File: config.mk
export PLATFORM = sky130hd
export DESIGN_NAME = rectangle128_stream_ctrl
export DESIGN_NICKNAME = d
export VERILOG_FILES = /design/src/rtl/rectangle128_pkg.sv /design/src/rtl/rectangle128_out_ser.sv /design/src/rtl/rectangle128_stream_ctrl.sv
export SDC_FILE = /design/constraint.sdc
export NUM_CORES = 1
export LEC_CHECK = 0
export BUFFER_PORTS_ARGS = -buffer_cell sky130_fd_sc_hd__buf_2
export CELL_PAD_IN_SITES_DETAIL_PLACEMENT = 0
export CELL_PAD_IN_SITES_GLOBAL_PLACEMENT = 1
export CORE_MARGIN = 3
export CORE_UTILIZATION = 36
export CTS_CLUSTER_SIZE = 12
export DETAILED_ROUTE_END_ITERATION = 10
export GPL_ROUTABILITY_DRIVEN = 0
export HOLD_SLACK_MARGIN = 0.12
export PLACE_DENSITY_LB_ADDON = 0.1
export SYNTH_ARGS = -nofsm -noshare
export SYNTH_HDL_FRONTEND = slang
export SYNTH_SLANG_ARGS = --single-unit
File: constraint.sdc
create_clock -name Clk -period 9.45 [get_ports Clk]
set_input_delay 1.4175 -clock Clk [delete_from_list [all_inputs] [get_ports Clk]]
set_output_delay 1.4175 -clock Clk [all_outputs]
set_load 0.05 [all_outputs]
File: src/rtl/rectangle128_pkg.sv
// Shared widths, key-address map and controller state encoding for the RECTANGLE-128 stream front-end.
package rectangle128_pkg;

    localparam int unsigned BLOCK_W    = 64;
    localparam int unsigned WORD_W     = 32;
    localparam int unsigned KEY_ADDR_W = 2;
    localparam int unsigned STATE_W    = 3;

    localparam logic [KEY_ADDR_W-1:0] KEY0_HI = 2'd0;
    localparam logic [KEY_ADDR_W-1:0] KEY0_LO = 2'd1;
    localparam logic [KEY_ADDR_W-1:0] KEY1_HI = 2'd2;
    localparam logic [KEY_ADDR_W-1:0] KEY1_LO = 2'd3;

    typedef logic [STATE_W-1:0] state_t;

    localparam state_t ST_IDLE    = 3'd0;
    localparam state_t ST_LOAD_LO = 3'd1;
    localparam state_t ST_RUN     = 3'd2;
    localparam state_t ST_OUT_HI  = 3'd3;
    localparam state_t ST_OUT_LO  = 3'd4;

endpackage

File: src/rtl/rectangle128_out_ser.sv
// Captures the 64-bit cipher result and presents it as high word then low word on a valid/ready stream.
module rectangle128_out_ser
    import rectangle128_pkg::*;
(
    input  logic               clk_i,
    input  logic               rst_i,
    input  logic               load_i,
    input  logic [BLOCK_W-1:0] data_i,
    input  logic               ready_i,
    output logic [WORD_W-1:0]  data_o,
    output logic               valid_o,
    output logic               hi_ack_c_o,
    output logic               done_c_o
);

    logic [WORD_W-1:0] data_q, data_d;
    logic [WORD_W-1:0] lo_q, lo_d;
    logic              valid_q, valid_d;
    logic              phase_lo_q, phase_lo_d;
    logic              take_c;

    assign take_c     = valid_q && ready_i;
    assign hi_ack_c_o = take_c && !phase_lo_q;
    assign done_c_o   = take_c && phase_lo_q;

    // The high word goes straight to the output register; the low word waits in lo_q.
    always_comb begin
        data_d     = data_q;
        lo_d       = lo_q;
        valid_d    = valid_q;
        phase_lo_d = phase_lo_q;
        if (load_i) begin
            data_d     = data_i[BLOCK_W-1:WORD_W];
            lo_d       = data_i[WORD_W-1:0];
            valid_d    = 1'b1;
            phase_lo_d = 1'b0;
        end else if (hi_ack_c_o) begin
            data_d     = lo_q;
            phase_lo_d = 1'b1;
        end else if (done_c_o) begin
            valid_d    = 1'b0;
            phase_lo_d = 1'b0;
        end
    end

    always_ff @(posedge clk_i or posedge rst_i) begin
        if (rst_i) begin
            data_q     <= '0;
            lo_q       <= '0;
            valid_q    <= 1'b0;
            phase_lo_q <= 1'b0;
        end else begin
            data_q     <= data_d;
            lo_q       <= lo_d;
            valid_q    <= valid_d;
            phase_lo_q <= phase_lo_d;
        end
    end

    assign data_o  = data_q;
    assign valid_o = valid_q;

endmodule

File: src/rtl/rectangle128_stream_ctrl.sv
// Stream front-end for the RECTANGLE-128 core: packs input/key words, runs the core, serializes the result.
// Optional RUN watchdog enabled by defining RECT128_TIMEOUT_EN.
module rectangle128_stream_ctrl
    import rectangle128_pkg::*;
#(
    parameter int unsigned TIMEOUT_CYCLES = 64,
    parameter int unsigned CNT_W          = 16
) (
    input  logic                  Clk,
    input  logic                  Rst,
    input  logic [WORD_W-1:0]     InData,
    input  logic                  InValid,
    output logic                  InReady,
    input  logic                  InMode,
    input  logic [WORD_W-1:0]     KeyData,
    input  logic [KEY_ADDR_W-1:0] KeyAddr,
    input  logic                  KeyWE,
    output logic                  KeyBusy,
    output logic [WORD_W-1:0]     OutData,
    output logic                  OutValid,
    input  logic                  OutReady,
    output logic                  Enable,
    output logic                  Encrypt,
    output logic [BLOCK_W-1:0]    plainText,
    output logic [BLOCK_W-1:0]    key0,
    output logic [BLOCK_W-1:0]    key1,
    input  logic [BLOCK_W-1:0]    cipherText,
    input  logic                  cipherReady,
    output logic [CNT_W-1:0]      BlockCnt,
    output logic                  TimeoutErr
);

    state_t             state_q, state_d;
    logic               in_ready_q, in_ready_d;
    logic               enable_q, enable_d;
    logic               encrypt_q, encrypt_d;
    logic               busy_q, busy_d;
    logic [BLOCK_W-1:0] pt_q, pt_d;
    logic [BLOCK_W-1:0] key0_q, key0_d;
    logic [BLOCK_W-1:0] key1_q, key1_d;
    logic [CNT_W-1:0]   cnt_q, cnt_d;
    logic               in_take_c;
    logic               ser_load_c;
    logic               ser_hi_ack_c;
    logic               ser_done_c;

`ifdef RECT128_TIMEOUT_EN
    localparam int unsigned WDOG_W = $clog2(TIMEOUT_CYCLES + 1);
    logic [WDOG_W-1:0] wdog_q, wdog_d;
    logic              timeout_err_q, timeout_err_d;
`else
    logic [31:0] unused_timeout_cycles;
    assign unused_timeout_cycles = 32'(TIMEOUT_CYCLES);
`endif

    assign in_take_c = InValid && in_ready_q;

    // Next-state and registered-output logic.
    always_comb begin
        state_d    = state_q;
        pt_d       = pt_q;
        encrypt_d  = encrypt_q;
        key0_d     = key0_q;
        key1_d     = key1_q;
        cnt_d      = cnt_q;
        ser_load_c = 1'b0;
`ifdef RECT128_TIMEOUT_EN
        wdog_d        = wdog_q;
        timeout_err_d = timeout_err_q;
`endif
        case (state_q)
            ST_IDLE: begin
                if (KeyWE) begin
                    case (KeyAddr)
                        KEY0_HI: key0_d[BLOCK_W-1:WORD_W] = KeyData;
                        KEY0_LO: key0_d[WORD_W-1:0]       = KeyData;
                        KEY1_HI: key1_d[BLOCK_W-1:WORD_W] = KeyData;
                        KEY1_LO: key1_d[WORD_W-1:0]       = KeyData;
                    endcase
                end
                if (in_take_c) begin
                    pt_d[BLOCK_W-1:WORD_W] = InData;
                    encrypt_d              = InMode;
                    state_d                = ST_LOAD_LO;
                end
            end
            ST_LOAD_LO: begin
                if (in_take_c) begin
                    pt_d[WORD_W-1:0] = InData;
                    state_d          = ST_RUN;
`ifdef RECT128_TIMEOUT_EN
                    wdog_d = '0;
`endif
                end
            end
            ST_RUN: begin
                if (cipherReady) begin
                    ser_load_c = 1'b1;
                    state_d    = ST_OUT_HI;
                end
`ifdef RECT128_TIMEOUT_EN
                else if (wdog_q == WDOG_W'(TIMEOUT_CYCLES - 1)) begin
                    timeout_err_d = 1'b1;
                    state_d       = ST_IDLE;
                end else begin
                    wdog_d = wdog_q + WDOG_W'(1);
                end
`endif
            end
            ST_OUT_HI: begin
                if (ser_hi_ack_c) begin
                    state_d = ST_OUT_LO;
                end
            end
            ST_OUT_LO: begin
                if (ser_done_c) begin
                    cnt_d   = cnt_q + CNT_W'(1);
                    state_d = ST_IDLE;
                end
            end
            default: state_d = ST_IDLE;
        endcase

        // Handshake/status flags follow the next state so they are valid in the cycle they apply to.
        in_ready_d = (state_d == ST_IDLE) || (state_d == ST_LOAD_LO);
        enable_d   = (state_d == ST_RUN);
        busy_d     = (state_d != ST_IDLE);
    end

    always_ff @(posedge Clk or posedge Rst) begin
        if (Rst) begin
            state_q    <= ST_IDLE;
            in_ready_q <= 1'b1;
            enable_q   <= 1'b0;
            encrypt_q  <= 1'b0;
            busy_q     <= 1'b0;
            pt_q       <= '0;
            key0_q     <= '0;
            key1_q     <= '0;
            cnt_q      <= '0;
        end else begin
            state_q    <= state_d;
            in_ready_q <= in_ready_d;
            enable_q   <= enable_d;
            encrypt_q  <= encrypt_d;
            busy_q     <= busy_d;
            pt_q       <= pt_d;
            key0_q     <= key0_d;
            key1_q     <= key1_d;
            cnt_q      <= cnt_d;
        end
    end

`ifdef RECT128_TIMEOUT_EN
    always_ff @(posedge Clk or posedge Rst) begin
        if (Rst) begin
            wdog_q        <= '0;
            timeout_err_q <= 1'b0;
        end else begin
            wdog_q        <= wdog_d;
            timeout_err_q <= timeout_err_d;
        end
    end
    assign TimeoutErr = timeout_err_q;
`else
    assign TimeoutErr = 1'b0;
`endif

    rectangle128_out_ser u_out_ser (
        .clk_i      (Clk),
        .rst_i      (Rst),
        .load_i     (ser_load_c),
        .data_i     (cipherText),
        .ready_i    (OutReady),
        .data_o     (OutData),
        .valid_o    (OutValid),
        .hi_ack_c_o (ser_hi_ack_c),
        .done_c_o   (ser_done_c)
    );

    assign InReady   = in_ready_q;
    assign KeyBusy   = busy_q;
    assign Enable    = enable_q;
    assign Encrypt   = encrypt_q;
    assign plainText = pt_q;
    assign key0      = key0_q;
    assign key1      = key1_q;
    assign BlockCnt  = cnt_q;

endmodule

Yosys cells after proc, flatten, opt, wreduce, memory -nomap -nowiden

Cells that the tools add are included.
Widths: inputs -> output; s select.

Add/sub/neg operators: 1
Eq/ne operators: 10
Mux-type cells: 15
Reductions and logical operators: 21

Operator list:

| operator              | number |
|---|---|
| $mux 32               | 2 |
| $add 16x1->16 const B | 1 |
| $mux 3                | 5 |
| $pmux 3 s5            | 1 |
| $reduce_and 3->1      | 4 |
| $eq 3x2->1 const B    | 3 |
| $reduce_and 2->1      | 4 |
| $mux 1                | 7 |
| $eq 3x1->1 const B    | 2 |
| $logic_not 3->1       | 2 |
| $reduce_bool 3->1     | 2 |
| $eq 2x2->1 const B    | 2 |
| $logic_and 1x1->1     | 4 |
| $reduce_bool 2->1     | 2 |
| $eq 3x3->1 const B    | 1 |
| $eq 2x1->1 const B    | 1 |
| $logic_not 2->1       | 1 |
| $ne 2x2->1 const B    | 1 |
| $logic_not 1->1       | 1 |
| $logic_or 1x1->1      | 1 |

Register bits after elaboration: 281
Input port bits: 137
Output and inout port bits: 246
Logic and storage cells: 63

Logic depth before layout (Yosys ltp)

Depth in word-level cells: 6
Mapped depth: 7
Gate-level depth less buffers: 4

Modules after synthesis

Synthesis repeated with hierarchy kept, for this count alone.

Cells, all modules: 754
Area, all modules: 11292.1 um^2

Modules (own cells, without submodules):

| module                   | instances | cells an instance | area an instance (um^2) | seq. area each (um^2) |
|---|---|---|---|---|
| rectangle128_stream_ctrl | 1         | 502               | 8221.6                  | 5381.4 |
| rectangle128_out_ser     | 1         | 252               | 3070.4                  | 1651.6 |

Worst setup path before layout

OpenSTA, ideal clock, no wires.

Kind: input to register
Start point: input KeyWE
End point: register key1_q[32] (netlist: key1[32])
Setup time: 0.125 ns
Arrival time: 2.785 ns
Data required time: 9.325 ns
Path slack: 6.540 ns
Stages on the path: 5
Path buffers: 2
Cells stage by stage: or4b_4 > or3_1 > buf_2 > buf_6 > mux2_4

Cells in the longest elaborated chain, start to end: 1

Ends and longest elaborated chain:

| item                       | line                            | RTL |
|---|---|---|
| start, declared            | rectangle128_stream_ctrl.sv:17  | `input logic KeyWE,` |
| $reduce_and 3->1 (no line) | n/a                             |  |
| end signal, assigned       | rectangle128_stream_ctrl.sv:149 | `key1_q <= key1_d;` |
| end, declared              | rectangle128_stream_ctrl.sv:40  | `logic [BLOCK_W-1:0] key1_q, key1_d;` |

Every way passes these cells.
A chain may end at the register's enable or synchronous reset.

Worst setup path after layout

Start point: input KeyWE
End point: register key1_q[33] (netlist: key1[33])

Same word-level chain as after synthesis.

==> results_dict.tcl <==
set metrics [dict create \
    status "finished, final reports clean" \
    syn2layout_area_growth_pct 30.9 \
    ctsLongestPathBuffers 3 \
    drt_iter0_drc 276 \
    die_height_um 181 \
    netlist.area_leader.share_pct 63.6 \
    via_per_inst 4.75 \
    clkSinkCount 281 \
    yosysMostFrequentCell "dfrtp_1" \
    r2r_cells 3 \
    ctsResizeCount 0 \
    antenna_found_initial 6 \
    gr-usage-all-layers_pct 16.5 \
    tns_ps 0 \
    fin_ws_ps 6410 \
    clk_latency_ps 490 \
    rsz0062_at_grt "false" \
    regToRegStartpoint "state_q[2]$_DFF_PP0_" \
    tightest_slew_ps 1130 \
    ant_nets 0 \
    holdCritStartpoint "BlockCnt[15]$_DFFE_PP0P_" \
    grt_overflow 0 \
    end_kind "flip-flop" \
    setup_viol 0 \
    grt_pass1_wl_um 43500 \
    relSlewSlack_pct 24.4 \
    ys_ff_latch 281 \
    drv_cap 0 \
    synthArstFlopShare_pct 100 \
    critPathRequiredTime_ps 9820 \
    cts_tree "built" \
    yosysWarningCount 0 \
    cts_buffers 34 \
    synth_edf_count 0 \
    synth_cell_type_count 38 \
    whs_endpoint "BlockCnt[15]$_DFFE_PP0P_" \
    hold_buffers 0 \
    period_share_pct 32.2 \
    ios 383 \
    hpwl_um 19100 \
    wire_per_inst_um 18.3 \
    dr.pass1.iters 4 \
    route.detailed.drc 0 \
    nets 1248 \
    finClkSkew_ps 11.0 \
    core_um2 29900 \
    synthFlopType "dfrtp_1" \
    whs_ps 469 \
    period_needed_ps 3040 \
    grt_pass1_vias 7428 \
    max_freq_ghz 0.329 \
    min_path_type "reg2reg" \
    fin_util_pct 48.3 \
    port_buffers 381 \
    htree_levels 2 \
    root_buffer "clkbuf_16" \
    hold_violations 0 \
    hold-path-cell-count 1 \
    synth_top_area_cell "dfrtp_1" \
    pre_cts_slack_ps 5890 \
    placementRows 63 \
    r2r_slack_ps 6760 \
    drt_wl_total_um 27900 \
    synthCells 726 \
    synth_common_cells "280 x dfrtp_1, 194 x mux2_2, 43 x nand2_1" \
    die_x_um 181 \
    clk_transition_reported_paths_ps 60 \
    drive_above_1_share_pct 59.8 \
    cp-start-kind "input pin" \
    synth.avg_cell_area_um2 15.2 \
    yosysSeqAreaShare_pct 63.8 \
    dr_total_vias 7242 \
    timing.critical_path.arrival_ps 3410 \
    cts_setup_buffers 0 \
    syn_area_um2 11000 \
    slew_viol_final 0 \
    initial_core_util_pct 36.9 \
    crit_fanout 32 \
    worstSetupPathType "in2reg" \
    die_area_um2 32700 \
    grt_max_degree 144 \
    r2r-end "key1[33]$_DFFE_PP0P_" \
    syn_nets 864 \
    synthTopCellsByArea "dfrtp_1 64%, mux2_2 20%, mux2_4 4.1%" \
]
-- final cells by class --
class	instances	area, µm²
fill	2797	15500
inverter	4	22.5
clock inverter	11	111
multi-input combinational	400	3790
clock buffer	48	995
sequential	281	7030
tap	390	488
antenna	1	2.50
timing repair buffer	389	1980
-- flip-flops by register name, indices dropped and copies added (netlist names) --
name	flops
BlockCnt	16
Enable	1
Encrypt	1
InReady	1
KeyBusy	1
key0	64
key1	64
plainText	64
state_q	3
u_out_ser.data_o	32
u_out_ser.lo_q	32
u_out_ser.phase_lo_q	1
u_out_ser.valid_o	1
-- cells by family (layout without fill, tap and decap cells) --
| kind of cell | count (synthesis) | count (layout) | synth area share [%] |
|---|---|---|---|
| flops | 281 | 281 | 63.8 |
| mux | 258 | 258 | 27.0 |
| simple gates | 82 | 82 | 3.72 |
| buf+inv | 45 | 452 | 1.96 |
| compound gates | 43 | 43 | 2.12 |
| xor+xnor | 15 | 15 | 1.19 |
| fa+ha+maj | 1 | 1 | 0.114 |
| other cells | 1 | 2 | 0.0340 |
-- worst max-delay path, cell delays in order --
cell and delay (ps):
buf_2 70, or4b_4 510, or3_2 900, mux2_4 470
-- worst max path at each step --
stage,startpoint,to,slack (ps),cells past startpoint
floorplan,Rst,BlockCnt[0]$_DFFE_PP0P_,280,1
global placement,KeyWE,key1[48]$_DFFE_PP0P_,5910,4
detailed placement,KeyWE,key1[50]$_DFFE_PP0P_,5890,4
CTS,KeyWE,key1[61]$_DFFE_PP0P_,6420,4
global route,KeyWE,key1[50]$_DFFE_PP0P_,6390,4
finish,KeyWE,key1[33]$_DFFE_PP0P_,6410,4
-- per-stage QoR --
step | std cells | instance area (µm²)
detailed placement | 1464 | 13300
CTS | 1523 | 14400
global route | 1524 | 14400
floorplan | 726 | 11000
finish | 1524 | 14400
global placement | 1464 | 13300
-- metal layers --
metal	routed length [µm]	GRT usage [%]	part of all wire, %
met4	865	5.39	3.1
met2	13500	27.2	48
met5	50	0	0.18
met1	11200	20.5	40
met3	2310	5.92	8.3
-- cell usage in the layout, fill, tap and decap left out, types with 6 or more instances in the layout --
cell,synthesis,layout
dfrtp_1,280,280
xnor2_1,14,14
mux2i_1,32,32
clkbuf_1,16,6
nor2_1,7,6
mux2_2,194,194
buf_2,17,381
clkbuf_16,0,35
clkinv_2,0,7
clkbuf_8,0,7
nand2_1,43,43
buf_4,1,7
nand3_1,7,7
mux2_4,30,30
o21ai_0,34,34
Power is not shown: default switching activity piles up to over one toggle a cycle in this logic, so the estimate is an artifact.
